<file path="config.mk">
export PLATFORM = sky130hd
export DESIGN_NAME = sseg_scanner
export DESIGN_NICKNAME = d
export VERILOG_FILES = /design/src/rtl/sseg_scanner.sv
export SDC_FILE = /design/constraint.sdc
export NUM_CORES = 1
export LEC_CHECK = 0
export ABC_AREA = 1
export CAP_MARGIN = 20
export CORE_MARGIN = 2
export CORE_UTILIZATION = 52
export DETAILED_ROUTE_END_ITERATION = 10
export PLACE_DENSITY_LB_ADDON = 0.12
export SKIP_LAST_GASP = 1
export SYNTH_ARGS = -nofsm -noshare
export SYNTH_HDL_FRONTEND = slang
export SYNTH_SLANG_ARGS = --single-unit
</file>
<file path="constraint.sdc">
create_clock -name clk -period 1.66 [get_ports clk]
set_clock_uncertainty 0.05 [all_clocks]
set_input_delay 0.332 -clock clk [delete_from_list [all_inputs] [get_ports clk]]
set_output_delay 0.332 -clock clk [all_outputs]
set_load 0.03 [all_outputs]
</file>
<file path="src/rtl/sseg_scanner.sv">
// Multiplexed N-digit seven-segment scanner with refresh prescaler, PWM brightness
// and a double-buffered digit frame that is swapped only on a frame wrap.
module sseg_scanner #(
    parameter int unsigned DIGITS         = 6,
    parameter int unsigned DIV            = 20,
    parameter int unsigned BRIGHT_W       = 3,
    parameter int unsigned SEG_ACTIVE_LOW = 1,
    parameter int unsigned SEL_ACTIVE_LOW = 1
) (
    input  logic                      clk,
    input  logic                      rst,
    input  logic                      wr_en,
    input  logic [$clog2(DIGITS)-1:0] wr_pos,
    input  logic [4:0]                wr_digit,
    input  logic                      wr_dp,
    input  logic                      commit,
    output logic                      commit_pending,
    input  logic [BRIGHT_W-1:0]       brightness,
    output logic [7:0]                digit_segs,
    output logic [DIGITS-1:0]         digit_sel,
    output logic                      frame_done
);

    localparam int unsigned POS_W = $clog2(DIGITS);
    localparam int unsigned PRE_W = (DIV > 1) ? $clog2(DIV) : 1;

    localparam logic [PRE_W-1:0]    PRE_MAX   = PRE_W'(DIV - 1);
    localparam logic [POS_W-1:0]    POS_MAX   = POS_W'(DIGITS - 1);
    localparam logic [BRIGHT_W-1:0] PHASE_MAX = {BRIGHT_W{1'b1}};
    localparam logic [7:0]          SEGS_OFF  = (SEG_ACTIVE_LOW != 0) ? 8'hFF : 8'h00;
    localparam logic [DIGITS-1:0]   SEL_OFF   = (SEL_ACTIVE_LOW != 0) ? {DIGITS{1'b1}}
                                                                      : {DIGITS{1'b0}};

    typedef struct packed {
        logic       blank;
        logic [3:0] value;
        logic       dp;
    } digit_t;

    localparam digit_t DIGIT_BLANK = '{blank: 1'b1, value: 4'h0, dp: 1'b0};

    // Hex value to active-high segment code, bit0=a .. bit6=g.
    function automatic logic [6:0] hex_to_seg(input logic [3:0] v);
        logic [6:0] s;
        case (v)
            4'h0:    s = 7'h3F;
            4'h1:    s = 7'h06;
            4'h2:    s = 7'h5B;
            4'h3:    s = 7'h4F;
            4'h4:    s = 7'h66;
            4'h5:    s = 7'h6D;
            4'h6:    s = 7'h7D;
            4'h7:    s = 7'h07;
            4'h8:    s = 7'h7F;
            4'h9:    s = 7'h6F;
            4'hA:    s = 7'h77;
            4'hB:    s = 7'h7C;
            4'hC:    s = 7'h39;
            4'hD:    s = 7'h5E;
            4'hE:    s = 7'h79;
            default: s = 7'h71;
        endcase
        return s;
    endfunction

    logic [PRE_W-1:0]    pre_q,   pre_d;
    logic [BRIGHT_W-1:0] phase_q, phase_d;
    logic [POS_W-1:0]    pos_q,   pos_d;
    digit_t              shadow_q [DIGITS];
    digit_t              shadow_d [DIGITS];
    digit_t              active_q [DIGITS];
    digit_t              active_d [DIGITS];
    logic                pending_d;
    logic                frame_done_d;
    logic [7:0]          segs_d;
    logic [DIGITS-1:0]   sel_d;

    logic                tick_c;
    logic                wrap_c;
    logic                transfer_c;
    digit_t              cur_c;
    logic [DIGITS-1:0]   sel_raw_c;

    // Next-state: prescaler, scan counters, frame buffers, handshake and output stage.
    always_comb begin
        pre_d        = pre_q + PRE_W'(1);
        phase_d      = phase_q;
        pos_d        = pos_q;
        shadow_d     = shadow_q;
        active_d     = active_q;
        pending_d    = commit_pending;
        tick_c       = 1'b0;
        wrap_c       = 1'b0;
        transfer_c   = 1'b0;
        cur_c        = active_q[pos_q];
        sel_raw_c    = '0;
        frame_done_d = 1'b0;
        segs_d       = SEGS_OFF;
        sel_d        = SEL_OFF;

        tick_c = (pre_q == PRE_MAX);
        wrap_c = tick_c && (phase_q == PHASE_MAX) && (pos_q == POS_MAX);

        if (tick_c) begin
            pre_d   = '0;
            phase_d = phase_q + BRIGHT_W'(1);
            if (phase_q == PHASE_MAX) begin
                pos_d = (pos_q == POS_MAX) ? '0 : pos_q + POS_W'(1);
            end
        end

        // A commit arriving while already pending (including on the wrap) changes nothing.
        transfer_c = wrap_c && commit_pending;
        if (transfer_c) begin
            pending_d = 1'b0;
        end else if (commit) begin
            pending_d = 1'b1;
        end

        // Transfer reads shadow_q, so a coincident write is not copied.
        if (transfer_c) begin
            active_d = shadow_q;
        end
        if (wr_en && (32'(wr_pos) < DIGITS)) begin
            shadow_d[wr_pos] = '{blank: wr_digit[4], value: wr_digit[3:0], dp: wr_dp};
        end

        frame_done_d = wrap_c;

        if (phase_q <= brightness) begin
            sel_raw_c[pos_q] = 1'b1;
        end
        segs_d = {cur_c.dp, cur_c.blank ? 7'h00 : hex_to_seg(cur_c.value)} ^ SEGS_OFF;
        sel_d  = sel_raw_c ^ SEL_OFF;
    end

    always_ff @(posedge clk) begin
        if (rst) begin
            pre_q          <= '0;
            phase_q        <= '0;
            pos_q          <= '0;
            commit_pending <= 1'b0;
            frame_done     <= 1'b0;
            digit_segs     <= SEGS_OFF;
            digit_sel      <= SEL_OFF;
            for (int i = 0; i < DIGITS; i++) begin
                shadow_q[i] <= DIGIT_BLANK;
                active_q[i] <= DIGIT_BLANK;
            end
        end else begin
            pre_q          <= pre_d;
            phase_q        <= phase_d;
            pos_q          <= pos_d;
            commit_pending <= pending_d;
            frame_done     <= frame_done_d;
            digit_segs     <= segs_d;
            digit_sel      <= sel_d;
            for (int i = 0; i < DIGITS; i++) begin
                shadow_q[i] <= shadow_d[i];
                active_q[i] <= active_d[i];
            end
        end
    end

endmodule

</file>
# After elaboration in Yosys (flattened, before gate mapping)
# Memory sizes are Yosys's and may differ from the RTL's.
# Cells that the tools add are included.
# W data, S select, Z words.
# word_totals
reg_bits	99
romBits	112
out_inout_bits	16
wordCells	81
n_memories	1
# mem_list
memory	words	width	read_ports	rd_clocked_by_memory_dff	write_ports	line_no	source
(name not given)	16	7	1	0	0	45	case (v)
# op_classes
addsub	3
n_lt_le_gt_ge	7
eq_ne	3
n_mux	11
bitwise_logic	4
n_reduce_logical	9
# ops
op	count
$bwmux W36	1
$mux W6	4
$bmux W6 S3	1
$demux W6 S3	1
$ge A4 B4 Y1 const B	2
$not A3 Y4	2
$not A8 Y8	1
$mux W7	1
$add A3 B1 Y3 const B	2
$eq A3 B3 Y1 const B	2
$logic_and A1 B1 Y1	6
$not A6 Y6	1
$add A5 B1 Y5 const B	1
$eq A5 B5 Y1 const B	1
$lt A3 B4 Y1 const B	1
$lt A4 B1 Y1 const B	1
$reduce_or A2 Y1	2
$demux W1 S3	1
$ge A3 B1 Y1 const B	1
$le A3 B3 Y1	1
$lt A3 B3 Y1 const B	1
$mux W3	1
$reduce_and A2 Y1	1
$mux W1	1

# Depth between registers and ports, before layout
# An unclocked memory read counts as a cell.
# logic_depth
word_depth	7
ltp_mapped	13
depth_no_buf	12

# Worst setup path after synthesis
# No wires, ideal clock.
# synth_timing
kind	register to register
start	register pos_q[0]
end	register digit_segs[0]
setup_time_ns	0.121
t_arrival_ns	1.531
required_ns	1.489
path_slack_ns	-0.042
stages_incl_launch_ff	13
n_path_buf	1
cell_sequence	dfxtp_1 > inv_2 > buf_2 > nand2_1 > nand3_1 > nand2_1 > a21oi_2 > inv_1 > ha_1 > nand3_1 > nor2_1 > nor2_1 > nand3_1
# synth_via
elab_chain_cells	7
# synth_rtl
element	line_no	source
from (decl)	68	logic [POS_W-1:0] pos_q, pos_d;
from (signal assigned)	153	pos_q <= pos_d;
$not A3 Y4 (not written as such) (*)	95	cur_c = active_q[pos_q];
$bmux W6 S3 (*)	95	
$mux W6 (not written as such) (*) (2 in series)	95	
$mem_v2 Z16 W7	-	
$mux W7 (*)	133	segs_d = {cur_c.dp, cur_c.blank ? 7'h00 : hex_to_seg(cur_c.value)} ^ SEGS_OFF;
$not A8 Y8 (no line) (*)	-	
to (signal assigned)	156	digit_segs <= segs_d;
to (decl)	19	output logic [7:0] digit_segs,
# Every way passes the cells marked *; elsewhere a longest branch is shown, timed or not. The select of a mux whose other input is x is not followed.
# A chain may end at the register's enable or synchronous reset.

# Worst setup path in the final report
# layout_timing
start	register pre_q[1]
end	register active_q[20] (netlist name)
# layout_via
elab_chain_cells	4
# layout_rtl
element	line_no	source
from (decl)	66	logic [PRE_W-1:0] pre_q, pre_d;
from (signal assigned)	151	pre_q <= pre_d;
$eq A5 B5 Y1	101	tick_c = (pre_q == PRE_MAX);
$logic_and A1 B1 Y1 (2 in series)	102	wrap_c = tick_c && (phase_q == PHASE_MAX) && (pos_q == POS_MAX);
$logic_and A1 B1 Y1	113	transfer_c = wrap_c && commit_pending;
to (signal, indexed assignment)	160	active_q[i] <= active_d[i];
to (decl)	71	digit_t active_q [DIGITS];
# No other way between the ends.

==> impl_results.md <==
- Pre-CTS setup slack: -0.257 ns
- Rows: 32
- Fin cells: 743
- Crit start category: register
- Starting Density: 53.5%
- Antenna violations before repair: 0
- Crit-path most repeated cell: nor2_4
- Hold depth: 2
- DRT iter0 DRCs: around 220
- Final WL: 11.4 mm
- Share of layout cells above drive strength 1: 25.3%
- Sequential area share after synthesis: 48.0%
- Slew @ Worst Pin: 0.310 ns
- Die W: around 93 um
- Cell area after layout: ~5600 um2
- Num CTS Buffers: 9
- Vias: 3,967
- Root buf cell: clkbuf_8
- Final worst path period need: 1.78 ns
- Clock share of power: 37.4%
- Die area: approximately 8700 um2
- Crit-path max FO: 6
- Port bufs: 31
- Commonest non-fill, non-tap cell in the layout: nor2_1
- Worst slew margin: 79.4%
- Synth-to-Final Area Change: 36.4%
- First-pass GRT wire length: about 16 mm
- Critical path endpoint category: register
- Max-slew violation count: 0
- Commonest cells after routing, fill and taps aside: nor2_1 (118), dfxtp_1 (96), nand2_1 (75), inv_1 (45), o21ai_0 (40)
- Post-synth cell types: 31
- P_int: 3.23 mW
- Syn nets: 591
- Syn Area/Cell: 7.34 um2
- Clock sinks: just under 100
- Routed vias/inst: 5.34
- GR Overflow Total: 0
- Final HPWL DP: 6.70 mm
- Max Fclk: approximately 0.56 GHz
- Tot Pwr: 4.29 mW
- Min-Delay Path Class: reg2reg
- WS Path Type: reg2reg
- Final period util: 107%
- Net Switching: between 1 and 1.5 mW
- 1st-pass router iterations: 5
- Proportion of power drawn by combinational gates: under 10%
- NumNets Final: 664
- Total Routing Usage GR: 23.9%
- Setup_tns: -2.58 ns
- P_leak: ~2.4 nW
- Final ANT Viol Nets: 0
- Failing checks: setup timing
- Net Sw Frac: 24.8%
- Area contributors post-synth: dfxtp_1 (48%), nor2_1 (11%), nand2_1 (8.7%)
- # fillers: 571
- Placed cell area: about 4700 um2
- Antenna diodes: 0
- Power per cell area: 761 nW/um2
- CP arrival: 2.00 ns
- Max Root-Sink Buffers: 2
- RSZ-0062 raised after global routing: yes
- Hold buffer count at cts: 0
- Final number of setup-violating endpoints: 44
- Sequential Power Share: 57.0%
- TritonCTS clock tree: done
- #FFs+latches synth: 99
- Top-area cell type share of the netlist area: 48.0%
- Worst-Skew Late Latency: between 0.3 and 0.4 ns
- Residual DRC: 0
- Die Y: 93.2 um
- CP max stage delay: 0.37 ns
- Worst IR drop on VDD: 0.546 mV
- Status: complete, but fails checks
- Largest net degree at the start of global routing: 42
- Core area: just under 8000 um2
- Critical-path cell list: ha_4 > inv_2 > nor2_4 > nand3_2 > nor2_4 > nand3_4 > buf_12 > clkbuf_16 > o21ai_2 > a21oi_1
- WP data required: between 1.5 and 2 ns
- Final WS setup: -0.118 ns
- Endpoints failing hold: 0
- Clock transition at path regs: 0.10 ns
- H-tree depth: 3
- Cell taking the most area after synthesis: dfxtp_1
- Final Wtd Congestion: 0.834
- I/O pin cnt: 32
- Crit-path slowest cell: dfxtp_2
- Count of warnings emitted by yosys: 0
- Reg2Reg Depth: 10
- Vias in the first global route: about 3,600
- Avg WL per Cell: 15.3 um
- Number of cells produced by synthesis: between 500 and 600
- Max capacitance violation total: 0
- Cell Area, Synth: around 4100 um2
- Placed cell count: 707
-- power by group through the flow --
stage | sequential [mW] | clock, mW | combinational [mW]
after floorplan | 2.49 | 0 | 0.108
final | 2.44 | 1.60 | 0.243
after global placement | 2.49 | 0 | 0.219
after global routing | 2.45 | 1.71 | 0.274
after CTS | 2.44 | 1.60 | 0.223
after detailed placement | 2.49 | 0 | 0.223
-- synthesized netlist by cell type --
| library cell | count |
|---|---|
| nor2_1 | 123 |
| dfxtp_1 | 99 |
| nand2_1 | 96 |
| o21ai_0 | 56 |
| inv_1 | 49 |
| nand3_1 | 37 |
| a21oi_1 | 24 |
| o21ai_1 | 16 |
| ha_1 | 12 |
| buf_2 | 9 |
| clkbuf_1 | 7 |
| inv_2 | 6 |
| nor3_1 | 3 |
| a21oi_2 | 2 |
| buf_6 | 2 |
| nand2_2 | 2 |
| nand2_4 | 2 |
| nand3_2 | 2 |
| nand4_1 | 2 |
| nor2_2 | 2 |
| xor2_1 | 2 |
| a22oi_1 | 1 |
| a32o_1 | 1 |
| and2_1 | 1 |
| buf_4 | 1 |
| inv_4 | 1 |
| nand3b_1 | 1 |
| nor2_4 | 1 |
| nor3_2 | 1 |
| o2111ai_1 | 1 |
| o211ai_1 | 1 |
-- per-stage QoR --
step           hold slack (ns)  utilization, %
6_report                 0.413            72.9
5_1_grt                  0.424            72.9
4_1_cts                  0.404            65.4
3_5_place_dp             0.391            61.4
3_3_place_gp             0.385            61.4
2_1_floorplan            0.351               -
-- flip-flops by register name, summed over array words and instances, names as in the netlist --
name / cells
active_q: 36
shadow_q: 36
digit_segs: 8
digit_sel: 6
pre_q: 5
phase_q: 3
pos_q: 3
commit_pending: 1
frame_done: 1
-- per-layer routing --
layer | vias up | share of wire (%) | track usage, %
li1 | 1949 | - | -
met1 | 1856 | 43 | 30.6
met2 | 136 | 50 | 40.9
met3 | 26 | 4.9 | 2.98
met4 | 0 | 2.3 | 10.0
met5 | - | 0 | 0
-- what timing repair did --
action / 4_1_cts / 5_1_grt
gates resized for setup: 31 / 112
hold endpoints to repair: 0 / 0
cloned: 2 / 7
setup endpoints to repair: 47 / 54
pin swaps: 1 / 47
setup buffers: 3 / 8
-- final timing paths --
check | startpoint | to | slack [ns]
worst max register to register | pre_q[1]$_SDFF_PP0_ | active_q[20]$_SDFFE_PP0P_ | -0.12
worst min register to register | active_q[18]$_SDFFE_PP0P_ | active_q[18]$_SDFFE_PP0P_ | 0.41
worst max-delay path | pre_q[1]$_SDFF_PP0_ | active_q[20]$_SDFFE_PP0P_ | -0.12
worst min-delay path | active_q[18]$_SDFFE_PP0P_ | active_q[18]$_SDFFE_PP0P_ | 0.41
-- critical path: cells and delay by family (launching register included) --
family / cells / cell delay, ns
compound gates: 2 / 0.17
flops: 1 / 0.37
buf+inv: 3 / 0.39
fa+ha+maj: 1 / 0.14
simple gates: 4 / 0.54
-- kinds of logic (layout without fill, tap and decap cells) --
family                     count (synthesis)  in the layout  synth area share, %
DFF                                       99             99                 48.0
and+or+nand+nor                          273            274                 27.5
AOI/OAI and AO/OA                        102            102                 12.9
xor gates and xnor gates                   2              2                0.424
buffers and inverters                     75            152                 7.60
adders and majority gates                 12             12                 3.63
-- area by class of cell --
type | instances | area (um2) | area share, %
inverter | 56 | 233 | 4.13
timing repair buffer | 80 | 878 | 15.6
tap | 102 | 128 | 2.26
sequential | 99 | 1990 | 35.3
clock inverter | 7 | 75.1 | 1.33
clock buffer | 9 | 124 | 2.20
multi-input combinational | 390 | 2210 | 39.2
Note: power is estimated with default switching activity, not from simulation.
==> variant 1, RTL diff (same flow settings) <==
The parameter `DIGITS` goes from 6 to 8.
--- a/src/rtl/sseg_scanner.sv
+++ b/src/rtl/sseg_scanner.sv
@@ -2,5 +2,5 @@
 // and a double-buffered digit frame that is swapped only on a frame wrap.
 module sseg_scanner #(
-    parameter int unsigned DIGITS         = 6,
+    parameter int unsigned DIGITS         = 8,
     parameter int unsigned DIV            = 20,
     parameter int unsigned BRIGHT_W       = 3,
Interface: changed (resized digit_sel); port bits go from 32 to 34. The function was not compared with the original's and may differ.
==> variant 1 against the unedited design <==
The flow still finishes with violations (negative setup slack); first-iteration DRC count up 110%; sequential cell count up 26; routed wire length up 36%; global-route usage is 0.36 points higher; setup slack lost 42 ps; power up 63%; count of clock-buffer cells in the layout increased by 8; final area is 30% higher; area after synthesis up 25%; critical endpoint is now active_q[40].
==> variant 1: results (changes against the unedited design) <==
Cells and area
  • Multi-input logic portion of the cell area: 36.0% (was 39.2%)
  • Fin util: 75.5% (was 72.9%)
  • Register Area: 2510 um^2 (was 1990 um^2)

Critical path
  • Critical path fanouts, max: 8 (was 6)
  • Critical Path Max Stage Delay: 350 ps (was 370 ps)
  • Worst setup endpoint: active_q[40] (was active_q[20])
  • Worst reg2reg path depth: 8 (was 10)

Detailed routing
  • Met3 Wirelength: 1110 um (was 561 um)
  • Metal2 WL: 7590 um (was 5630 um)
  • Via density per instance: 5.55 (was 5.34)
  • DR WL/cell: 16.7 um (was 15.3 um)

STA
  • Setup-failing EPs final: 49 (was 44)
  • Fin worst setup slack: -160 ps (was -118 ps)

Status
  • Status: complete, but fails checks (unchanged)
  • Failing checks: negative setup slack (unchanged)

Synthesis
  • Syn_nets: 721 (was 591)
  • Area share of the leading cell type in the synthesized netlist: 48.6% (was 48.0%)

GRT
  • Global routing usage on met3: 4.97% (was 2.98%)
  • Met1 usage: 31.6% (was 30.6%)

Pwr
  • Max IR drop VDD: 0.670 mV (was 0.546 mV)

Min path
  • Hold Path Class: primary input to register (was register to register)

Clock tree
  • H-tree levels: 4 (was 3)
  • Worst-path clk slew: 60 ps (was 100 ps)
  • CTS buffer count: 17 (was 9)

Place
  • Placed cell area: 5860 um^2 (was 4750 um^2)
variant 1: changes by cell type after synthesis, sizes merged, moves of 8 or more:
cell,change
nor2,-8
nand2,+42
a21oi,+23
dfxtp,+26
o211ai,+11
buf,+8
nand3,+13
inv,+8
variant 1: power by group:
group	total, mW	internal, mW	switching (mW)
Sequential	3.09	3.05	0.0398
Combinational	0.294	0.117	0.177
Clock	3.61	2.16	1.45
Total	6.99	5.32	1.67
variant 1: cell families (layout without fill, tap and decap cells):
family,Yosys count,count (layout),synth area share [%]
buf+inv,98,198,8.33
fa+ha+maj,14,14,3.40
flops,125,125,48.6
compound gates,134,134,13.7
xor+xnor,2,2,0.340
simple gates,318,318,25.7
variant 1: timing repair:
item	4_1_cts	5_1_grt
cloned	2	14
setup buffers	3	10
pin swaps	11	21
gates resized for setup	57	114
endpoints found under the setup margin	34	49
==> variant 2, RTL diff (same flow settings) <==
Made on the original files. Register the output `digit_sel` once more; this adds one clock of latency there. The other outputs are not delayed to match.
--- a/src/rtl/sseg_scanner.sv
+++ b/src/rtl/sseg_scanner.sv
@@ -39,4 +39,6 @@
 
     localparam digit_t DIGIT_BLANK = '{blank: 1'b1, value: 4'h0, dp: 1'b0};
+
+    logic [DIGITS-1:0] digit_sel_s0;
 
     // Hex value to active-high segment code, bit0=a .. bit6=g.
@@ -143,5 +145,5 @@
             frame_done     <= 1'b0;
             digit_segs     <= SEGS_OFF;
-            digit_sel      <= SEL_OFF;
+            digit_sel_s0   <= SEL_OFF;
             for (int i = 0; i < DIGITS; i++) begin
                 shadow_q[i] <= DIGIT_BLANK;
@@ -155,5 +157,5 @@
             frame_done     <= frame_done_d;
             digit_segs     <= segs_d;
-            digit_sel      <= sel_d;
+            digit_sel_s0   <= sel_d;
             for (int i = 0; i < DIGITS; i++) begin
                 shadow_q[i] <= shadow_d[i];
@@ -163,4 +165,8 @@
     end
 
+    always_ff @(posedge clk) begin
+        digit_sel <= digit_sel_s0;
+    end
+
 endmodule
 
Formal check against the unedited RTL: not equivalent (Yosys sat finds a counterexample within 4 cycles, from zero or initial values and one cycle with rst high).
==> variant 2 against the unedited design <==
The flow still finishes with violations (negative setup slack); critical path type unchanged; area after synthesis grew 8.0%; hold slack lost 130 ps; largest cell class is now registers; routed wire length shrank 9.0%; sequential power grew 6%; final area shrank 1.6%; combinational power shrank 6%; power grew 3.3%; setup slack gained 44 ps; highest routed layer unchanged; sequential cell count grew 6.
==> variant 2: results (changes against the unedited design) <==
Detailed routing
  • Routed via count: 3,937 (was 3,967)
  • DRT Pass-1 Iters: 6 (was 5)
  • DR WL/cell: 13.5 um (was 15.3 um)
  • Via density per instance: 5.15 (was 5.34)
  • Initial drt markers: 200 (was 224)

Cells and area
  • Layout cell share with drive strength beyond 1: 18.1% (was 25.3%)
  • Fill cells: 753 (was 571)
  • # nets final: 682 (was 664)

Clock tree
  • Clock tree buffer depth: 2 (unchanged)
  • CTS buffer count: 9 (unchanged)
  • Clock tree root buffer cell: clkbuf_8 (unchanged)

Status
  • Failing checks: negative setup slack (unchanged)
  • Status: complete, but fails checks (unchanged)

Critical path
  • Top delay family on crit path: simple AND/OR/NAND/NOR gates (unchanged)
  • Worst setup endpoint: digit_segs[0] (was active_q[20])
  • Critical Path Max Stage Delay: 370 ps (about the same)
  • Critical Path Slowest Stage Cell: dfxtp_4 (was dfxtp_2)
  • Worst reg2reg path depth: 10 (unchanged)
  • WP data arrival: 1950 ps (was 2000 ps)
  • RR Startpoint: pos_q[0] (was pre_q[1])
  • Crit end category: register (unchanged)
  • Critical path fanouts, max: 5 (was 6)

Pwr
  • Leakage power: 2.33 nW (was 2.41 nW)
  • Switching share of total power: 23.2% (was 24.8%)
  • Max IR drop VDD: 0.519 mV (was 0.546 mV)

Min path
  • Worst hold path depth: 0 (was 2)

Synthesis
  • Largest cells by area after synthesis: dfxtp_1 47%, nand2_1 10%, nor2_1 7.9% (was dfxtp_1 48%, nor2_1 11%, nand2_1 8.7%)
  • Register area share after synthesis: 47.1% (was 48.0%)
  • Syn_nets: 615 (was 591)
  • Synth unique cells: 31 (unchanged)
  • Synth Instances: 587 (was 563)
  • Most frequent cells after synthesis: 121 x nand2_1, 105 x dfxtp_1, 94 x nor2_1 (was 123 x nor2_1, 99 x dfxtp_1, 96 x nand2_1)

GRT
  • Vias in the first global route: 3,653 (was 3,555)
  • Largest net degree at the start of global routing: 35 (was 42)
  • Global-route wire length before repair: 17,200 um (was 16,300 um)

Place
  • Final HPWL DP: 7310 um (was 6700 um)
  • Pre-CTS WS: -332 ps (was -257 ps)
  • Placed cell count: 739 (was 707)
  • Routability cong.: 0.855 (was 0.834)

STA
  • Setup-failing EPs final: 6 (was 44)
  • Fin worst setup slack: -73.9 ps (was -118 ps)
  • Total negative slack: -162 ps (was -2580 ps)
  • Relative max-transition margin: 77.9% (was 79.4%)
## variant 2: cell types whose count changed after synthesis, moves of 6 or more
cell	unedited run	this run
a21oi_1	24	39
buf_4	1	11
nor2_1	123	94
dfxtp_1	99	105
buf_2	9	1
nand4_1	2	34
o21ai_0	56	38
nand3_1	37	24
o211ai_1	1	14
clkbuf_1	7	13
nand2_1	96	121
o21ai_1	16	1
## variant 2: what timing repair did
| action | CTS | global route |
|---|---|---|
| pin swaps | 9 | 8 |
| buffers inserted | 3 | 4 |
| gates cloned | 0 | 2 |
| endpoints found under the setup margin | 22 | 47 |
| gates resized for setup | 29 | 22 |
## variant 2: worst min path at each step
stage | from | end
detailed placement | digit_sel_s0[0] | digit_sel[0]
global route | digit_sel_s0[2] | digit_sel[2]
finish | digit_sel_s0[0] | digit_sel[0]
CTS | digit_sel_s0[0] | digit_sel[0]
global placement | digit_sel_s0[0] | digit_sel[0]
floorplan | digit_sel_s0[0] | digit_sel[0]
## variant 2: power groups by stage
stage	clock network, mW	registers (mW)	logic, mW
floorplan	0	2.64	0.116
global placement	0	2.64	0.217
detailed placement	0	2.64	0.224
CTS	1.66	2.58	0.224
global route	1.77	2.59	0.259
finish	1.62	2.58	0.229
## variant 2: layer usage
layer	track usage (%)	up-vias	part of all wire, %	routed length (um)
met5	0	-	0	0
met4	6.39	0	1.4	145
met3	5.92	12	4.1	427
met2	36.9	92	48	4990
met1	29.0	1770	46	4770
li1	-	2063	-	-
## variant 2: cells by family (layout without fill, tap and decap cells)
kind of cell,count (synthesis),count (layout),synth area share [%]
fa+ha+maj,12,12,3.37
buf+inv,79,151,8.10
xor+xnor,2,2,0.393
simple gates,293,293,29.2
flops,105,105,47.1
compound gates,96,96,11.8
## variant 2: cell type report
type	count	share of cell area (%)
clock buffers	11	2.55
clock inverters	5	1.15
inverters	51	3.50
multi-input cells	403	38.0
flip-flops and latches	105	38.1
well taps	105	2.37
repair buffers	84	14.3
## variant 2: per-stage QoR
| stage | hold WS [ps] | cell area (um^2) |
|---|---|---|
| floorplan | 260 | 4480 |
| global placement | 264 | 5120 |
| detailed placement | 262 | 5120 |
| CTS | 286 | 5370 |
| global route | 289 | 5540 |
| finish | 285 | 5540 |
